[config.mk]
export PLATFORM = sky130hd
export DESIGN_NAME = truth_table_sweeper
export DESIGN_NICKNAME = d
export VERILOG_FILES = /design/src/rtl/truth_table_sweeper.sv
export SDC_FILE = /design/constraint.sdc
export NUM_CORES = 1
export LEC_CHECK = 0
export ABC_AREA = 1
export CORE_ASPECT_RATIO = 0.8
export CORE_MARGIN = 8
export CORE_UTILIZATION = 40
export DETAILED_ROUTE_END_ITERATION = 12
export GPL_TIMING_DRIVEN = 1
export HOLD_SLACK_MARGIN = 0.08
export PLACE_DENSITY = 0.66
export SYNTH_ARGS = -nofsm -noshare
export SYNTH_HDL_FRONTEND = slang
export SYNTH_SLANG_ARGS = --single-unit
[constraint.sdc]
create_clock -name clk -period 1.9 [get_ports clk]
set_input_delay 0.38 -clock clk [delete_from_list [all_inputs] [get_ports clk]]
set_output_delay 0.38 -clock clk [all_outputs]
set_load 0.02 [all_outputs]
[src/rtl/truth_table_sweeper.sv]
`default_nettype none
// +--------------------------------------------------------------------------+
// | truth_table_sweeper                                                      |
// | Drives a 4-input FUT through all 16 vectors, samples its output, builds  |
// | the measured truth table and compares it with an expected table.         |
// | Optional: SWEEP_GRAY_EN selects Gray-order vector stepping.              |
// | Revision: 1.0                                                            |
// +--------------------------------------------------------------------------+
module truth_table_sweeper #(
    parameter int SETTLE_CYCLES = 4
) (
    input  logic        clk,
    input  logic        rst_n,
    input  logic        start,
    input  logic [15:0] expected,
    input  logic        f_in,
    output logic        a,
    output logic        b,
    output logic        c,
    output logic        d,
    output logic        busy,
    output logic        done,
    output logic [15:0] table_out,
    output logic        pass,
    output logic [3:0]  fail_idx
);

    localparam logic [1:0] c_st_idle  = 2'd0;
    localparam logic [1:0] c_st_drive = 2'd1;
    localparam logic [1:0] c_st_done  = 2'd2;
    localparam logic [7:0] c_last_cnt = 8'(SETTLE_CYCLES - 1);

    logic [1:0]  r_state;
    logic [3:0]  r_step;
    logic [7:0]  r_cnt;
    logic [15:0] r_exp;

    logic [3:0]  w_vec;
    logic [3:0]  w_vec_next;
    logic        w_sample;
    logic [15:0] w_table_final;
    logic [15:0] w_diff;
    logic [3:0]  w_fail_idx;

    // Step-to-vector mapping; the table is always indexed by binary value.
    function automatic logic [3:0] f_vec(input logic [3:0] s);
`ifdef SWEEP_GRAY_EN
        return s ^ (s >> 1);
`else
        return s;
`endif
    endfunction

    assign w_vec      = f_vec(r_step);
    assign w_vec_next = f_vec(r_step + 4'd1);
    assign w_sample   = (r_cnt == c_last_cnt);

    // Table including the bit captured on this edge, so the verdict on the
    // final sample edge sees all 16 entries.
    always_comb begin
        w_table_final        = table_out;
        w_table_final[w_vec] = f_in;
        w_diff               = w_table_final ^ r_exp;
        w_fail_idx           = 4'd0;
        for (int i = 15; i >= 0; i--) begin
            if (w_diff[i]) begin
                w_fail_idx = i[3:0];
            end
        end
    end

    always_ff @(posedge clk or negedge rst_n) begin
        if (!rst_n) begin
            r_state   <= c_st_idle;
            r_step    <= 4'd0;
            r_cnt     <= 8'd0;
            r_exp     <= 16'd0;
            {a, b, c, d} <= 4'd0;
            busy      <= 1'b0;
            done      <= 1'b0;
            table_out <= 16'd0;
            pass      <= 1'b0;
            fail_idx  <= 4'd0;
        end else begin
            case (r_state)
                c_st_idle: begin
                    done <= 1'b0;
                    if (start) begin
                        r_exp        <= expected;
                        table_out    <= 16'd0;
                        pass         <= 1'b0;
                        fail_idx     <= 4'd0;
                        r_step       <= 4'd0;
                        r_cnt        <= 8'd0;
                        {a, b, c, d} <= f_vec(4'd0);
                        busy         <= 1'b1;
                        r_state      <= c_st_drive;
                    end
                end
                c_st_drive: begin
                    if (w_sample) begin
                        table_out[w_vec] <= f_in;
                        r_cnt            <= 8'd0;
                        r_step           <= r_step + 4'd1;
                        if (r_step == 4'd15) begin
                            {a, b, c, d} <= 4'd0;
                            done         <= 1'b1;
                            pass         <= (w_table_final == r_exp);
                            fail_idx     <= w_fail_idx;
                            r_state      <= c_st_done;
                        end else begin
                            {a, b, c, d} <= w_vec_next;
                        end
                    end else begin
                        r_cnt <= r_cnt + 8'd1;
                    end
                end
                c_st_done: begin
                    done    <= 1'b0;
                    busy    <= 1'b0;
                    r_state <= c_st_idle;
                end
                default: begin
                    r_state <= c_st_idle;
                end
            endcase
        end
    end

endmodule
`default_nettype wire

==> results.ini, run 1 <==
[sta]
slew_violations = 0
setup_viol = 5
timing.final.crit_share_pct = 110
rsz0062_at_grt = true
hold_violations = 0
fin_setup_tns_ns = -0.669
finClkSkew_ns = 0.00694
fmax_mhz = 478
relSlewSlack_pct = 70.7
fin_ws_ns = -0.193
period_needed_ns = 2.09
tightest_slew_ns = 0.438

[die]
boundaryPins = 47
die_h_um = 92.4
start_util_pct = 40.4
num_rows = 28
fp.dieW_um = 111
dieArea_um2 = 10300
core-area_um2 = 7220

[clock_network]
htreeDepth = 3
clockBufferDepth = 2
clkTransAtPathRegs_ns = 0.07
cts_buffers = 9
clock_sinks = 57
cts_tree = built
clock-root-buffer = clkbuf_8
clk_latency_ns = 0.34

[cells_and_area]
areaGrowthSynthToFinish_pct = 53.0
fin_area_um2 = 4460
stdcell_count = 564
fillers = 603
nets = 494
drive_above_1_share_pct = 30.2
antennaDiodeCount = 0

[synthesis]
synth_top_family_by_area = simple AND/OR/NAND/NOR gates
synth.avg_cell_area_um2 = 8.22
yosys.cell_count.top_type = nand2_1
ys_warn_count = 0
synth-simple-area-share_pct = 21.6
synth_area_leaders = dfrtp_1, nand2_1, inv_1, xor2_1, o21ai_0
synth_cell_types = 34
ys_seq_area_share_pct = 48.9
syn_area_um2 = 2920
synthAdderAreaFrac_pct = 2.15
synth-xor-area-share_pct = 5.11
synth_nets = 380
synth.largest_area_cell = dfrtp_1
yosys-top-cells-count = nand2_1, dfrtp_1, inv_1, o21ai_0, nand3_1
ys.flop_type = dfrtp_1
synthCells = 355
async_flop_share_pct = 100
synthMuxAreaShare_pct = 0
synth_edf_count = 0
synth_compound_area_share_pct = 15.1
synth.ff_latch_count = 57
yosysTopAreaCellShare_pct = 48.9

[drt]
viasPerCell = 5.10
drt_iter0_drc = 177
drc = 0
firstDrtPassIters = 6
wl_per_cell_um = 15.9
ant_nets = 0
wirelength_um = 8960
vias = 2874

[grt]
grt-ovfl-total = 0
grt.total_usage_pct = 17.4
grt_pass1_vias = 3016
grt_pass1_wl_um = 14700
grt_max_degree = 58
antenna_found_initial = 0

[place]
post-dp-hpwl_um = 6000
post-place-ws_ns = -0.366
io_buffers = 46
place_area_um2 = 3900
place_congestion = 0.864
dpl.cell_count = 536

[worst_hold_path]
hp-class = flop to flop
holdPathStages = 2
hold_end = b$_DFFE_PN0P_
min-delay-start = b$_DFFE_PN0P_

[critical_path]
critPathSlowestCell = dfrtp_1
worstReg2RegStart = r_step[3]$_DFFE_PN0P_
r2r-end = pass$_DFFE_PN0P_
reg2reg_slack_ns = -0.19
crit_start = r_step[3]$_DFFE_PN0P_
cp_num_cells = 10
worstPathMaxFanout = 9
worstPathRequired_ns = 2.17
r2r_cells = 10
crit_buf_inv = 2
critical_path.max_stage_delay_ns = 0.40
crit_chain = buf_12 -> nor2_2 -> buf_4 -> a21oi_1 -> a31oi_2 -> xor2_1 -> nor2_1 -> nand3_1 -> or2_1 -> o21ai_2
cp_top_family = simple AND/OR/NAND/NOR gates
cp-start-kind = flop
crit_arrival_ns = 2.36
critical_path_class = flop to flop
cp-end-kind = flop

[run_status]
status = complete, but fails checks
failed_checks = setup timing

[power_and_ir_drop]
p_leak_nw = 2.12
p_seq_share_pct = 30.6
switching_share_pct = 38.9
combPwrFrac_pct = 49.7
power_w = 0.00575
p_clk_share_pct = 19.7
switchingPower_w = 0.00224
max-vdd-ir-drop_uv = 542
power_density_nw_per_um2 = 1290
p_int_w = 0.00351

[run]
max_cap_viol_count = 0

[flip-flops by register name (all words and copies together) (netlist names)]
register   flops
r_exp         16
table_out     16
r_cnt          8
fail_idx       4
r_step         4
r_state        2
a              1
b              1
busy           1
c              1
d              1
done           1
pass           1
[repair_timing]
item,CTS,global route
hold buffers,1,0
gates cloned,0,0
resized for setup,29,39
setup endpoints to repair,5,30
pin swaps,30,29
buffers inserted,7,7
hold endpoints to repair,57,0
[power groups by stage]
stage               registers (W)  logic [W]  clock network [W]
floorplan                 0.00185    0.00111                  0
global placement          0.00172    0.00226                  0
detailed placement        0.00172    0.00231                  0
CTS                       0.00172    0.00261            0.00115
global route              0.00179    0.00310            0.00121
finish                    0.00176    0.00286            0.00113
[placed cells by master, fill, tap and decap left out, types with 2 or more instances in the layout]
master           count
nand2_1            100
buf_4               57
dfrtp_1             55
clkdlybuf4s50_1     45
inv_1               33
o21ai_0             21
xor2_1              15
nand3_1             13
o21ai_2             10
a22o_1              10
clkbuf_8            10
inv_2                8
nor2_1               8
nand3_2              6
nand2_2              5
buf_6                5
nand4_1              4
nor2_2               4
a31oi_2              4
ha_4                 4
clkinv_2             4
inv_4                3
o21ai_1              3
nor3_1               3
a21oi_2              3
a21oi_1              3
a31oi_1              3
a32o_1               3
o22ai_1              3
buf_12               3
xnor2_1              2
dfrtp_2              2
[final cells by class]
class	instances	area, um2	share of cell area (%)
tap	90	113	2.52
clock inverter	6	57.6	1.29
timing repair buffer	113	1020	23.0
multi-input combinational	244	1530	34.3
inverter	44	173	3.87
clock buffer	10	138	3.08
sequential	57	1430	32.0
[per-layer routing]
layer  track usage (%)  routed length [um]  up-vias
met5                 0                   0        -
met1              22.0                4120     1377
li1                  -                   -     1398
met4              6.31                  91        0
met2              27.7                4210       91
met3              5.23                 546        8
[metrics by stage]
| stage | hold slack (ns) | util [%] |
|---|---|---|
| after floorplan | 0.0844 | - |
| after global placement | 0.407 | 54.0 |
| after detailed placement | 0.408 | 54.0 |
| after CTS | 0.490 | 59.0 |
| after global routing | 0.513 | 61.8 |
| final | 0.479 | 61.8 |
[cells by family after synthesis]
family | after synthesis
flip-flops | 57
XOR/XNOR | 17
adder cells (fa/ha/maj) | 5
AO/OA/AOI/OAI | 70
buffers and inverters | 54
AND/OR/NAND/NOR | 152
[worst max-delay path by stage]
stage               slack [ns]                       to
floorplan                0.004  fail_idx[3]$_DFFE_PN0P_
global placement         -0.34         pass$_DFFE_PN0P_
detailed placement       -0.37         pass$_DFFE_PN0P_
CTS                      -0.12  fail_idx[0]$_DFFE_PN0P_
global route             -0.34  fail_idx[0]$_DFFE_PN0P_
finish                   -0.19         pass$_DFFE_PN0P_
[worst min-delay path: stages, from the launching register on]
cell	delay, ns
dfrtp_1	0.34
nand2_1	0.05
nand2_1	0.05
(Power assumes the default switching activity.)
==> run 2, diff against run 1 <==
--- a/config.mk
+++ b/config.mk
@@ -12,7 +12,7 @@
 export DETAILED_ROUTE_END_ITERATION = 12
 export GPL_TIMING_DRIVEN = 1
 export HOLD_SLACK_MARGIN = 0.08
-export PLACE_DENSITY = 0.66
+export PLACE_DENSITY = 0.64
 export SYNTH_ARGS = -nofsm -noshare
 export SYNTH_HDL_FRONTEND = slang
 export SYNTH_SLANG_ARGS = --single-unit
==> run 2 against run 1 <==
Compared with the run above: the flow still finishes with violations (setup timing); critical path depth increased by 12; global-route usage fell by 0.57 points; clock-buffer cell count is 5 higher.
==> results.ini, run 2 (synthesis results as in run 1) <==
[critical_path]
worstPathMaxFanout = 5  ; -4
crit_arrival_ns = 2.30  ; -0.06 ns
cp-start-kind = flop
critical_path_class = flop to flop
worstPathRequired_ns = 2.13  ; -0.04 ns
cp-end-kind = flop

[sta]
fin_ws_ns = -0.164  ; +0.0286 ns
period_needed_ns = 2.06  ; -0.0286 ns
relSlewSlack_pct = 70.3  ; -0.43 points
hold_violations = 0  ; unchanged
timing.final.crit_share_pct = 109  ; -1.5 points
fmax_mhz = 484  ; +1.4%
tightest_slew_ns = 0.446  ; +0.00810 ns
slew_violations = 0  ; unchanged
setup_viol = 6  ; +1
finClkSkew_ns = 0.00668  ; -0.000262 ns
rsz0062_at_grt = true

[clock_network]
htreeDepth = 3  ; unchanged
cts_tree = built
clockBufferDepth = 2  ; unchanged
clock-root-buffer = clkbuf_8
clkTransAtPathRegs_ns = 0.06  ; about the same
cts_buffers = 9  ; unchanged
clk_latency_ns = 0.34  ; about the same
clock_sinks = 57  ; unchanged

[power_and_ir_drop]
power_w = 0.00584  ; +1.5%
power_density_nw_per_um2 = 1290  ; +0.28%
p_leak_nw = 2.14  ; +1.2%
max-vdd-ir-drop_uv = 542  ; about the same
p_clk_share_pct = 21.5  ; +1.8 points
p_seq_share_pct = 29.9  ; -0.7 points
switching_share_pct = 36.9  ; -2.0 points
p_int_w = 0.00368  ; +4.9%
combPwrFrac_pct = 48.6  ; -1.1 points
switchingPower_w = 0.00216  ; -3.7%

[drt]
wl_per_cell_um = 15.0  ; -5.8%
ant_nets = 0  ; unchanged
drt_iter0_drc = 104  ; -41%
wirelength_um = 8500  ; -5.2%
firstDrtPassIters = 4  ; -2
vias = 2820  ; -1.9%
viasPerCell = 4.96  ; -2.6%
drc = 0  ; unchanged

[cells_and_area]
fin_area_um2 = 4520  ; +1.2%
final_common_cell = nand2_1
final_cell_mix = nand2_1, buf_4, dfrtp_1, clkdlybuf4s50_1, inv_1
antennaDiodeCount = 0  ; unchanged
drive_above_1_share_pct = 29.1  ; -1.1 points
areaGrowthSynthToFinish_pct = 54.9
reg.largest.list = r_exp: 16 flops, table_out: 16 flops, r_cnt: 8 flops
nets = 498  ; +0.81%

[place]
io_buffers = 46  ; unchanged
place_area_um2 = 3930  ; +0.90%
post-place-ws_ns = -0.416  ; -0.0501 ns
place_congestion = 0.927  ; +7.3%
post-dp-hpwl_um = 6010  ; +0.18%

[run]
max_cap_viol_count = 0  ; unchanged

[grt]
grt.total_usage_pct = 16.8  ; -0.57 points
grt-ovfl-total = 0  ; unchanged
antenna_found_initial = 0  ; unchanged
grt_pass1_vias = 2869  ; -4.9%
grt_max_degree = 28  ; -52%
grt_pass1_wl_um = 14000  ; -4.3%

[run_status]
failed_checks = setup timing
status = complete, but fails checks

[die]
fp.dieW_um = 111  ; unchanged
start_util_pct = 40.4  ; unchanged
die_h_um = 92.4  ; unchanged
core-area_um2 = 7220  ; unchanged
dieArea_um2 = 10300  ; unchanged
num_rows = 28  ; unchanged
boundaryPins = 47  ; unchanged

[worst_hold_path]
hp-class = flop to flop

run 2: critical path, cell delays in order (launching register included):
cell and delay, ns:
dfrtp_2 0.43, inv_4 0.08, buf_6 0.09, ha_4 0.18
nand4_1 0.15, nand3_1 0.12, nand2_2 0.06, nand2_1 0.06
nand2_1 0.04, nand2_1 0.05, nand2_1 0.05, nand2_1 0.06
nand2_1 0.05, nand2_1 0.06, nand2_1 0.05, nand2_1 0.05
nand2_1 0.05, nand2_1 0.07, nand2_1 0.05, nand2_1 0.05
nand2_1 0.05, nand2_1 0.05, nand2_1 0.04
run 2: stage by stage:
stage	setup TNS, ns	hold WS (ns)	std cells	utilization, %
floorplan	0	0.0844	355	-
global placement	-1.41	0.354	539	54.5
detailed placement	-1.76	0.348	539	54.5
CTS	-0.429	0.482	566	60.8
global route	-1.24	0.510	568	62.6
finish	-0.569	0.473	568	62.6
run 2: timing repair:
item	in CTS	in global routing
pin swaps	21	17
hold endpoints to repair	16	0
buffers inserted	10	2
hold buffers	1	0
gates resized for setup	33	24
endpoints found under the setup margin	5	26
run 2: layout make-up:
class	instances	area, um2
fillers	615	2700
inverters	44	168
clock inverters	1	30.0
clock buffers	15	196
flip-flops and latches	57	1430
multi-input cells	244	1540
repair buffers	117	1040
well taps	90	113
run 2: power groups by stage:
stage	logic, W	registers, W	clock network (W)
6_report	0.00284	0.00175	0.00126
5_1_grt	0.00307	0.00179	0.00134
4_1_cts	0.00267	0.00172	0.00129
3_5_place_dp	0.00232	0.00174	0
3_3_place_gp	0.00229	0.00173	0
2_1_floorplan	0.00111	0.00185	0
run 2: worst paths after layout:
| path | startpoint | slack (ns) | cells past startpoint | end |
|---|---|---|---|---|
| setup / recovery | r_step[0]$_DFFE_PN0P_ | -0.16 | 22 | fail_idx[0]$_DFFE_PN0P_ |
| hold / removal | b$_DFFE_PN0P_ | 0.47 | 2 | b$_DFFE_PN0P_ |
| setup reg to reg | r_step[0]$_DFFE_PN0P_ | -0.16 | 22 | fail_idx[0]$_DFFE_PN0P_ |
| hold reg to reg | b$_DFFE_PN0P_ | 0.47 | 2 | b$_DFFE_PN0P_ |
| max in group asynchronous | rst_n | 0.83 | 3 | r_exp[4]$_DFFE_PN0P_ |
| min in group asynchronous | rst_n | 0.52 | 2 | done$_DFFE_PN0P_ |
run 2: per-layer routing:
| metal | wire length [um] | share of wire [%] | global-route usage [%] |
|---|---|---|---|
| met1 | 4080 | 48 | 22.6 |
| met2 | 3760 | 44 | 25.2 |
| met3 | 486 | 5.7 | 5.30 |
| met4 | 169 | 2.0 | 5.54 |
| met5 | 0 | 0 | 0 |
==> run 3, diff against run 2 <==
--- a/config.mk
+++ b/config.mk
@@ -10,9 +10,10 @@
 export CORE_MARGIN = 8
 export CORE_UTILIZATION = 40
 export DETAILED_ROUTE_END_ITERATION = 12
+export DONT_BUFFER_PORTS = 1
 export GPL_TIMING_DRIVEN = 1
 export HOLD_SLACK_MARGIN = 0.08
-export PLACE_DENSITY = 0.64
+export PLACE_DENSITY = 0.55
 export SYNTH_ARGS = -nofsm -noshare
 export SYNTH_HDL_FRONTEND = slang
 export SYNTH_SLANG_ARGS = --single-unit
==> run 3 against run 2 <==
Compared with the run above: the run still ends with setup timing left; sequential cell count stayed put; clock-buffer cell count is 6 lower; critical path depth is 12 lower; global-route usage is 0.12 points higher; largest power group unchanged; highest routed layer unchanged.
==> results.ini, run 3 (synthesis results as in run 1) <==
[run_status]
status = complete, but fails checks
failed_checks = setup timing

[drt]
wirelength_um = 8620  ; +1.4%
vias = 2713  ; -3.8%
drc = 0  ; unchanged
wl_per_cell_um = 15.9  ; +6.4%
viasPerCell = 5.01  ; +1.0%
drt_iter0_drc = 157  ; +51%
ant_nets = 0  ; unchanged
firstDrtPassIters = 4  ; unchanged

[place]
place_congestion = 0.882  ; -4.8%
post-dp-hpwl_um = 5970  ; -0.60%
io_buffers = 0  ; -100%
post-place-ws_ns = -0.317  ; +0.0989 ns

[critical_path]
worstPathMaxFanout = 6  ; +1
crit_arrival_ns = 2.34  ; +0.04 ns
critical_path_class = flop to flop
worstReg2RegStart = r_step[1]$_DFFE_PN0P_
critPathSlowestCell = dfrtp_2
crit_chain = buf_6 -> ha_4 -> buf_4 -> a21oi_1 -> a31oi_2 -> xor2_1 -> nor2_1 -> nand3_1 -> or2_1 -> o21ai_1
cp-start-kind = flop
cp-end-kind = flop
critical_path.max_stage_delay_ns = 0.47  ; +0.04 ns
worstPathRequired_ns = 2.17  ; +0.04 ns
crit_start = r_step[1]$_DFFE_PN0P_

[sta]
rsz0062_at_grt = true
timing.final.crit_share_pct = 109  ; +0.34 points
fin_ws_ns = -0.171  ; -0.00652 ns
hold_violations = 0  ; unchanged
finClkSkew_ns = 0.0115  ; +0.00486 ns
fin_setup_tns_ns = -0.692  ; -0.123 ns
slew_violations = 0  ; unchanged
fmax_mhz = 483  ; -0.31%
relSlewSlack_pct = 76.1  ; +5.9 points
period_needed_ns = 2.07  ; +0.00652 ns
whs_ns = 0.143  ; -0.330 ns
tightest_slew_ns = 0.357  ; -0.0893 ns
setup_viol = 5  ; -1

[cells_and_area]
final_cell_mix = nand2_1, buf_4, dfrtp_1, inv_1, o21ai_0
fillers = 639  ; +3.9%
antennaDiodeCount = 0  ; unchanged
final_common_cell = nand2_1
reg.largest.list = r_exp: 16 flops, table_out: 16 flops, r_cnt: 8 flops
multi_input_area_um2 = 1500  ; -2.7%
regArea_um2 = 1430  ; unchanged
drive_above_1_share_pct = 35.3  ; +6.2 points
areaGrowthSynthToFinish_pct = 41.8
nets = 471  ; -5.4%

[grt]
grt_pass1_wl_um = 14000  ; about the same
grt-ovfl-total = 0  ; unchanged
grt_max_degree = 58  ; +110%
grt_pass1_vias = 2657  ; -7.4%
antenna_found_initial = 0  ; unchanged
grt.total_usage_pct = 17.0  ; +0.12 points

[die]
dieArea_um2 = 10300  ; unchanged
fp.dieW_um = 111  ; unchanged
die_h_um = 92.4  ; unchanged
start_util_pct = 40.4  ; unchanged
boundaryPins = 47  ; unchanged
num_rows = 28  ; unchanged
core-area_um2 = 7220  ; unchanged

[clock_network]
cts_buffers = 9  ; unchanged
clock_sinks = 57  ; unchanged
cts_tree = built
clockBufferDepth = 2  ; unchanged
clkTransAtPathRegs_ns = 0.08  ; +0.02 ns
clk_latency_ns = 0.34  ; about the same
htreeDepth = 3  ; unchanged
clock-root-buffer = clkbuf_8

[worst_hold_path]
min-delay-start = expected[5]
hp-class = input port to flop

[power_and_ir_drop]
p_leak_nw = 2.03  ; -5.0%
power_density_nw_per_um2 = 1380  ; +6.6%
max-vdd-ir-drop_uv = 580  ; +7.1%

[run]
max_cap_viol_count = 0  ; unchanged

-- run 3: path summary, 6_finish.rpt --
check	endpoint	slack, ns	cells past startpoint
min	r_exp[5]$_DFFE_PN0P_	0.14	2
max	pass$_DFFE_PN0P_	-0.17	10
min in group asynchronous	r_cnt[0]$_DFFE_PN0P_	0.57	2
max in group asynchronous	r_step[3]$_DFFE_PN0P_	1.08	2
max reg2reg	pass$_DFFE_PN0P_	-0.17	10
min reg2reg	r_exp[5]$_DFFE_PN0P_	0.51	2
-- run 3: power by group --
part	total, W	switching [W]	internal, W
Clock	0.00114	0.000534	0.000602
Combinational	0.00278	0.00139	0.00140
Sequential	0.00178	0.000293	0.00149
Total	0.00570	0.00221	0.00349
-- run 3: layout make-up --
| type | count | area share (%) |
|---|---|---|
| Tap cell | 90 | 2.72 |
| Inverter | 44 | 4.17 |
| Clock buffer | 9 | 2.99 |
| Timing Repair Buffer | 90 | 17.6 |
| Clock inverter | 7 | 1.72 |
| Sequential cell | 57 | 34.6 |
| Multi-Input combinational cell | 244 | 36.2 |
-- run 3: critical path: cells and delay by family, from the launching register on --
kind / cells / cell delay (ns)
xor gates and xnor gates: 1 / 0.16
buffers and inverters: 2 / 0.29
AOI/OAI and AO/OA: 3 / 0.38
adders and majority gates: 1 / 0.18
DFF: 1 / 0.47
and+or+nand+nor: 3 / 0.53
-- run 3: repair_timing --
action	4_1_cts	5_1_grt
buffers inserted	10	9
resized for setup	33	23
setup endpoints to repair	5	29
hold buffers	2	0
hold endpoints to repair	57	0
pin swaps	15	17
-- run 3: layer usage --
metal | wire [um] | share of wire, % | vias up | GRT usage (%)
met2 | 3870 | 45 | 63 | 25.2
met5 | 0 | 0 | - | 0
li1 | - | - | 1353 | -
met1 | 4170 | 48 | 1291 | 23.0
met4 | 55 | 0.64 | 0 | 3.32
met3 | 521 | 6.0 | 6 | 6.59
-- run 3: per-stage QoR --
| step | cell area [um2] | utilization, % | power (W) | instances |
|---|---|---|---|---|
| floorplan | 2940 | - | 0.00295 | 355 |
| global placement | 3540 | 49.0 | 0.00390 | 504 |
| detailed placement | 3540 | 49.0 | 0.00394 | 504 |
| CTS | 3970 | 55.0 | 0.00548 | 532 |
| global route | 4140 | 57.3 | 0.00609 | 541 |
| finish | 4140 | 57.3 | 0.00570 | 541 |
